===== config.mk =====
export PLATFORM = sky130hd
export DESIGN_NAME = vivaldi_i2s_tx
export DESIGN_NICKNAME = d
export VERILOG_FILES = /design/src/rtl/vivaldi_pkg.sv /design/src/rtl/vivaldi_i2s_clkgen.sv /design/src/rtl/vivaldi_i2s_tx.sv
export SDC_FILE = /design/constraint.sdc
export NUM_CORES = 1
export LEC_CHECK = 0
export ABC_AREA = 1
export CORE_MARGIN = 1.5
export CORE_UTILIZATION = 56
export CTS_CLUSTER_SIZE = 12
export DETAILED_ROUTE_END_ITERATION = 10
export MAX_ROUTING_LAYER = met4
export PLACE_DENSITY = 0.79
export REMOVE_ABC_BUFFERS = 1
export SLEW_MARGIN = 10
export SYNTH_ARGS = -nofsm -noshare
export SYNTH_HDL_FRONTEND = slang
export SYNTH_SLANG_ARGS = --single-unit

===== constraint.sdc =====
create_clock -name clk_i -period 2.8 [get_ports clk_i]
set_input_delay 0.7 -clock clk_i [delete_from_list [all_inputs] [get_ports clk_i]]
set_output_delay 0.7 -clock clk_i [all_outputs]
set_load 0.01 [all_outputs]

===== src/rtl/vivaldi_pkg.sv =====
// vivaldi_pkg
//   Shared definitions for the vivaldi synthesizer audio path.
//   SAMPLE_WIDTH        : native PCM sample width in bits.
//   sample_t            : signed two's-complement PCM sample.
//   I2S_CLK_DIV_DEFAULT : default clk cycles per BCLK half-period.
package vivaldi_pkg;

  localparam int SAMPLE_WIDTH        = 24;
  localparam int I2S_CLK_DIV_DEFAULT = 4;

  typedef logic signed [SAMPLE_WIDTH-1:0] sample_t;

endpackage


===== src/rtl/vivaldi_i2s_clkgen.sv =====
// vivaldi_i2s_clkgen
//   Divides clk_i down to the I2S bit clock and flags the falling edge.
//   Ports:
//     clk_i   in  : system clock, rising edge.
//     rst_ni  in  : synchronous active-low reset.
//     bclk_o  out : bit clock, CLK_DIV clk_i cycles per half-period.
//     fall_o  out : high in the clk_i cycle whose edge drives bclk_o 1 -> 0.
module vivaldi_i2s_clkgen
  import vivaldi_pkg::*;
#(
  parameter int CLK_DIV = I2S_CLK_DIV_DEFAULT
) (
  input  logic clk_i,
  input  logic rst_ni,
  output logic bclk_o,
  output logic fall_o
);

  localparam int DIV_W = (CLK_DIV > 1) ? $clog2(CLK_DIV) : 1;
  localparam logic [DIV_W-1:0] DIV_LAST = DIV_W'(CLK_DIV - 1);

  logic [DIV_W-1:0] div_q, div_d;
  logic             bclk_q, bclk_d;
  logic             tc;

  always_comb begin
    tc     = (div_q == DIV_LAST);
    div_d  = tc ? '0 : div_q + DIV_W'(1);
    bclk_d = tc ? ~bclk_q : bclk_q;
  end

  always_ff @(posedge clk_i) begin
    if (!rst_ni) begin
      div_q  <= '0;
      bclk_q <= 1'b0;
    end else begin
      div_q  <= div_d;
      bclk_q <= bclk_d;
    end
  end

  assign bclk_o = bclk_q;
  // Strobe is combinational so that serial state moves on the same edge as BCLK falls.
  assign fall_o = tc && bclk_q;

endmodule


===== src/rtl/vivaldi_i2s_tx.sv =====
// vivaldi_i2s_tx
//   Philips I2S transmitter: takes mono signed PCM samples over valid/ready
//   and plays each one in both the left and right slot of a frame.
//   Ports:
//     clk_i      in  : system clock, rising edge.
//     rst_ni     in  : synchronous active-low reset.
//     sample_i   in  : signed sample, WIDTH bits.
//     valid_i    in  : sample_i is valid.
//     ready_o    out : holding register empty, a sample can be accepted.
//     bclk_o     out : I2S bit clock.
//     lrclk_o    out : word select, 0 = left slot, 1 = right slot.
//     sdata_o    out : serial data, MSB first, changes on BCLK falling edge.
//     underrun_o out : one-cycle pulse when a frame starts with no sample held.
module vivaldi_i2s_tx
  import vivaldi_pkg::*;
#(
  parameter int WIDTH   = SAMPLE_WIDTH,
  parameter int CLK_DIV = I2S_CLK_DIV_DEFAULT
) (
  input  logic                    clk_i,
  input  logic                    rst_ni,
  input  logic signed [WIDTH-1:0] sample_i,
  input  logic                    valid_i,
  output logic                    ready_o,
  output logic                    bclk_o,
  output logic                    lrclk_o,
  output logic                    sdata_o,
  output logic                    underrun_o
);

  localparam int FRAME_BITS = 2 * WIDTH;
  localparam int BW         = $clog2(FRAME_BITS);
  localparam int IW         = $clog2(WIDTH);
  localparam logic [BW-1:0] B_LAST = BW'(FRAME_BITS - 1);
  localparam logic [BW-1:0] B_SLOT = BW'(WIDTH);

  logic fall;

  vivaldi_i2s_clkgen #(
    .CLK_DIV (CLK_DIV)
  ) u_clkgen (
    .clk_i  (clk_i),
    .rst_ni (rst_ni),
    .bclk_o (bclk_o),
    .fall_o (fall)
  );

  logic signed [WIDTH-1:0] hold_q, hold_d;
  logic signed [WIDTH-1:0] frame_q, frame_d;
  logic                    full_q, full_d;
  logic [BW-1:0]           b_q, b_d;
  logic                    sdata_q, sdata_d;
  logic                    lrclk_q, lrclk_d;
  logic                    underrun_q, underrun_d;

  logic          accept;
  logic          frame_start;
  logic [BW-1:0] b_nxt;
  logic [BW-1:0] slot_bit;
  logic [IW-1:0] sel;

  always_comb begin
    accept      = valid_i && !full_q;
    frame_start = fall && (b_q == B_LAST);
    b_nxt       = (b_q == B_LAST) ? '0 : b_q + BW'(1);

    // Holding register: frame start can only clear full while it is set, and
    // accept only happens while it is clear, so the two never collide.
    hold_d = accept ? sample_i : hold_q;
    full_d = full_q;
    if (frame_start) full_d = 1'b0;
    if (accept)      full_d = 1'b1;

    // No bypass: the frame only ever sees what was held before this edge.
    frame_d = frame_q;
    if (frame_start) frame_d = full_q ? hold_q : '0;

    b_d = fall ? b_nxt : b_q;

    // Both slots carry the same sample, so the bit index folds onto one slot.
    slot_bit = (b_nxt >= B_SLOT) ? (b_nxt - B_SLOT) : b_nxt;
    sel      = IW'(WIDTH - 1) - IW'(slot_bit);

    sdata_d = fall ? frame_d[sel] : sdata_q;
    // Word select is high for bits WIDTH-1 .. 2*WIDTH-2, one BCLK ahead of its slot.
    lrclk_d = fall ? ((b_nxt >= (B_SLOT - BW'(1))) && (b_nxt != B_LAST)) : lrclk_q;

    underrun_d = frame_start && !full_q;
  end

  always_ff @(posedge clk_i) begin
    if (!rst_ni) begin
      hold_q     <= '0;
      frame_q    <= '0;
      full_q     <= 1'b0;
      b_q        <= B_LAST;
      sdata_q    <= 1'b0;
      lrclk_q    <= 1'b0;
      underrun_q <= 1'b0;
    end else begin
      hold_q     <= hold_d;
      frame_q    <= frame_d;
      full_q     <= full_d;
      b_q        <= b_d;
      sdata_q    <= sdata_d;
      lrclk_q    <= lrclk_d;
      underrun_q <= underrun_d;
    end
  end

  assign ready_o    = !full_q;
  assign sdata_o    = sdata_q;
  assign lrclk_o    = lrclk_q;
  assign underrun_o = underrun_q;

endmodule


==> flow_summary_export.csv <==
group,metric,value,unit
run_status,status,"finished clean",
finish,final_cells,531,
setup_path,cp.arrival,2.52,ns
detailed_routing,num_vias,2738,
timing,rsz0062_at_grt,"false",
clocking,clockRootBuffer,"clkbuf_8",
timing,slew_viol_final,0,
timing,final_hold_viol_count,0,
detailed_routing,ant_nets,0,
timing,hold_ws,0.428,ns
grt,globalRouteOverflowTotal,0,
grt,grt_use_total,24.0,%
setup_path,cp_data_required_time,3.02,ns
synthesis,synth_seq_cells,61,
clocking,htreeDepth,3,
synthesis,avgSynthCellArea,6.97,um^2
finish,layout-drive-gt1-share,8.03,%
power,leakage,1.68,nW
timing,period_needed,2.30,ns
synthesis,yosysWarnings,0,
clocking,cts_resized,0,
finish,fill_cells,477,
die,die-width,76.0,um
timing,tightest_slew,0.495,ns
clocking,cts_buffers,9,
clocking,cts.sinks,61,
setup_path,slowest_stage,"dfxtp_1",
timing,skew,0.00841,ns
grt,grt_pass1_vias,2574,
worst_hold_path,hold_class,"flop to flop",
finish,antenna_cells,0,
setup_path,critical_path_class,"flop to flop",
detailed_routing,wl_per_cell,11.8,um
setup_path,crit_fanout,10,
synthesis,netlist_instances,428,
placed_design,place_inst,516,
clocking,post_cts_buffers,0,
placed_design,numPortBuffers,31,
setup_path,worst_setup_path_start_kind,"flop",
die,die_y,76.0,um
timing,fmax,436,MHz
die,io_pins,32,
placed_design,dp.final_hpwl,4450,um
detailed_routing,drcViolationCount,0,
detailed_routing,wl,6260,um
grt,antenna_found_initial,0,
power,power_density,505,mW/mm^2
worst_hold_path,whs_path_depth,1,
clocking,clk_pin_slew,0.07,ns
setup_path,r2r_slack,0.50,ns
timing,max_slew_margin,66.9,%
synthesis,synth_cell_type_count,32,
placed_design,routabilityCongestion,0.867,
timing,setup-violations-final,0,
synthesis,synth_area,0.00298,mm^2
timing,period_share,82.0,%
die,core_area,0.00511,mm^2
detailed_routing,via_per_inst,5.16,
power,ir_drop,0.000501,V
die,die_area,0.00577,mm^2
die,start_util,58.4,%
timing,tns,0,ns
setup_path,end_kind,"flop",
clocking,cts_tree,"yes",
finish,syn_to_final_growth,17.1,%
setup_path,max_stage_delay,0.41,ns
setup_path,path_common_cell,"nand2_1",
grt,grt_max_degree,38,
setup_path,worstPathCellList,"ha_1, nand3_1, nor2_4, nor2_4, ha_1, nand2_1, nor2_1, nand2_4, nand3_2, nand2_1, nand2_1, nand2_1, nor2_1, nor2_1, a21oi_1",
setup_path,r2r_cells,15,
synthesis,ys_seq_area_share,40.9,%
finish,layout.nets,488,
detailed_routing,drtPass1Iterations,4,
job,cap_violations,0,
grt,grt_pass1_wl,11000,um
clocking,cts_buffer_depth,2,
detailed_routing,drt-initial-drc-count,278,
clocking,insertion_delay,0.33,ns
clocking,cts_hold_buffers,0,
die,rows,26,
==> flip-flops by register name, summed over array words and instances (netlist names) <==
name             flops
frame_q             24
hold_q              24
b_q                  6
u_clkgen.div_q       2
full_q               1
lrclk_o              1
sdata_o              1
u_clkgen.bclk_o      1
underrun_o           1
==> worst paths after layout <==
path	startpoint	end
worst max-delay path	b_q[1]$_SDFFE_PN1N_	sdata_o$_SDFFE_PN0N_
worst min-delay path	u_clkgen.div_q[0]$_SDFF_PP0_	u_clkgen.div_q[0]$_SDFF_PP0_
worst max register to register	b_q[1]$_SDFFE_PN1N_	sdata_o$_SDFFE_PN0N_
worst min register to register	u_clkgen.div_q[0]$_SDFF_PP0_	u_clkgen.div_q[0]$_SDFF_PP0_
==> metrics by stage <==
step,utilization [%],total power [W],worst slack (ns),cell area (um^2)
finish,68.4,0.00176,0.504,3490
global route,68.4,0.00184,0.272,3490
CTS,68.4,0.00177,0.517,3490
detailed placement,65.3,0.00112,0.525,3330
global placement,65.3,0.00112,0.618,3330
floorplan,-,0.00104,0.773,2880
==> cell families (layout without fill, tap and decap cells) <==
group | Yosys count | count (layout) | synth area share [%]
buffers and inverters | 79 | 112 | 10.8
adders and majority gates | 4 | 4 | 1.68
AOI/OAI and AO/OA | 63 | 63 | 12.2
DFF | 61 | 61 | 40.9
and+or+nand+nor | 221 | 221 | 34.4
==> cells in the final DEF (no fill, tap or decap), types with 2 or more instances in the layout <==
cell             netlist  final
nand2_4                3      3
nand2_1               77     77
a22oi_1                3      3
a211oi_1              12     12
inv_1                 54     54
nand3b_1               3      3
clkdlybuf4s50_1        0     31
dfxtp_1               61     61
nor2_1                73     73
nand3_2                7      7
nand4_1                7      7
nor3_1                 3      3
nor2_4                 3      3
nand3_1               41     41
clkbuf_8               0     10
clkinv_2               0      2
buf_4                  1      7
a21oi_1               17     17
o21ai_0               25     25
clkinv_1               4      4
o22ai_1                2      2
ha_1                   4      4
clkbuf_1              10      3
==> where the power goes <==
| part | switching (W) | internal, W |
|---|---|---|
| clock | 0.000322 | 0.000339 |
| combinational | 0.0000991 | 0.0000815 |
| sequential | 0.0000177 | 0.000906 |
| total | 0.000439 | 0.00133 |
==> critical path, delay by kind of cell (launching register included) <==
| kind | cells | cell delay (ns) |
|---|---|---|
| compound gates | 1 | 0.07 |
| fa+ha+maj | 2 | 0.43 |
| simple gates | 12 | 1.27 |
| flops | 1 | 0.41 |
==> metal layers <==
layer,global-route usage [%],share of wire (%),up-vias
met5,-,0,-
met2,39.2,48,47
met3,5.51,4.0,7
met1,29.4,46,1248
li1,-,-,1436
met4,8.52,1.3,0
==> Yosys cell counts (all sizes together) <==
cell	number	share of area (%)
o21ai	27	4.7
nor2	77	11
nand4	7	1.5
a22oi	3	0.75
ha	4	1.7
dfxtp	61	41
nor3b	1	0.25
clkinv	4	0.50
inv	55	6.9
nand3	49	9.8
a21oi	17	2.9
a211oi	12	3.0
nand2	81	11
nor3	3	0.50
nand3b	3	0.75
buf	10	2.1
clkbuf	10	1.3
a22o	1	0.29
o22ai	2	0.42
a21o	1	0.25
==> area by class of cell <==
cell class	count	area, um^2	area share (%)
clock buffer	13	149	4.26
tap	70	87.6	2.51
inverter	59	221	6.34
multi-input combinational	288	1440	41.2
clock inverter	2	10.0	0.287
sequential	61	1220	35.0
timing repair buffer	38	363	10.4
Power figures use the tool's default switching activity.
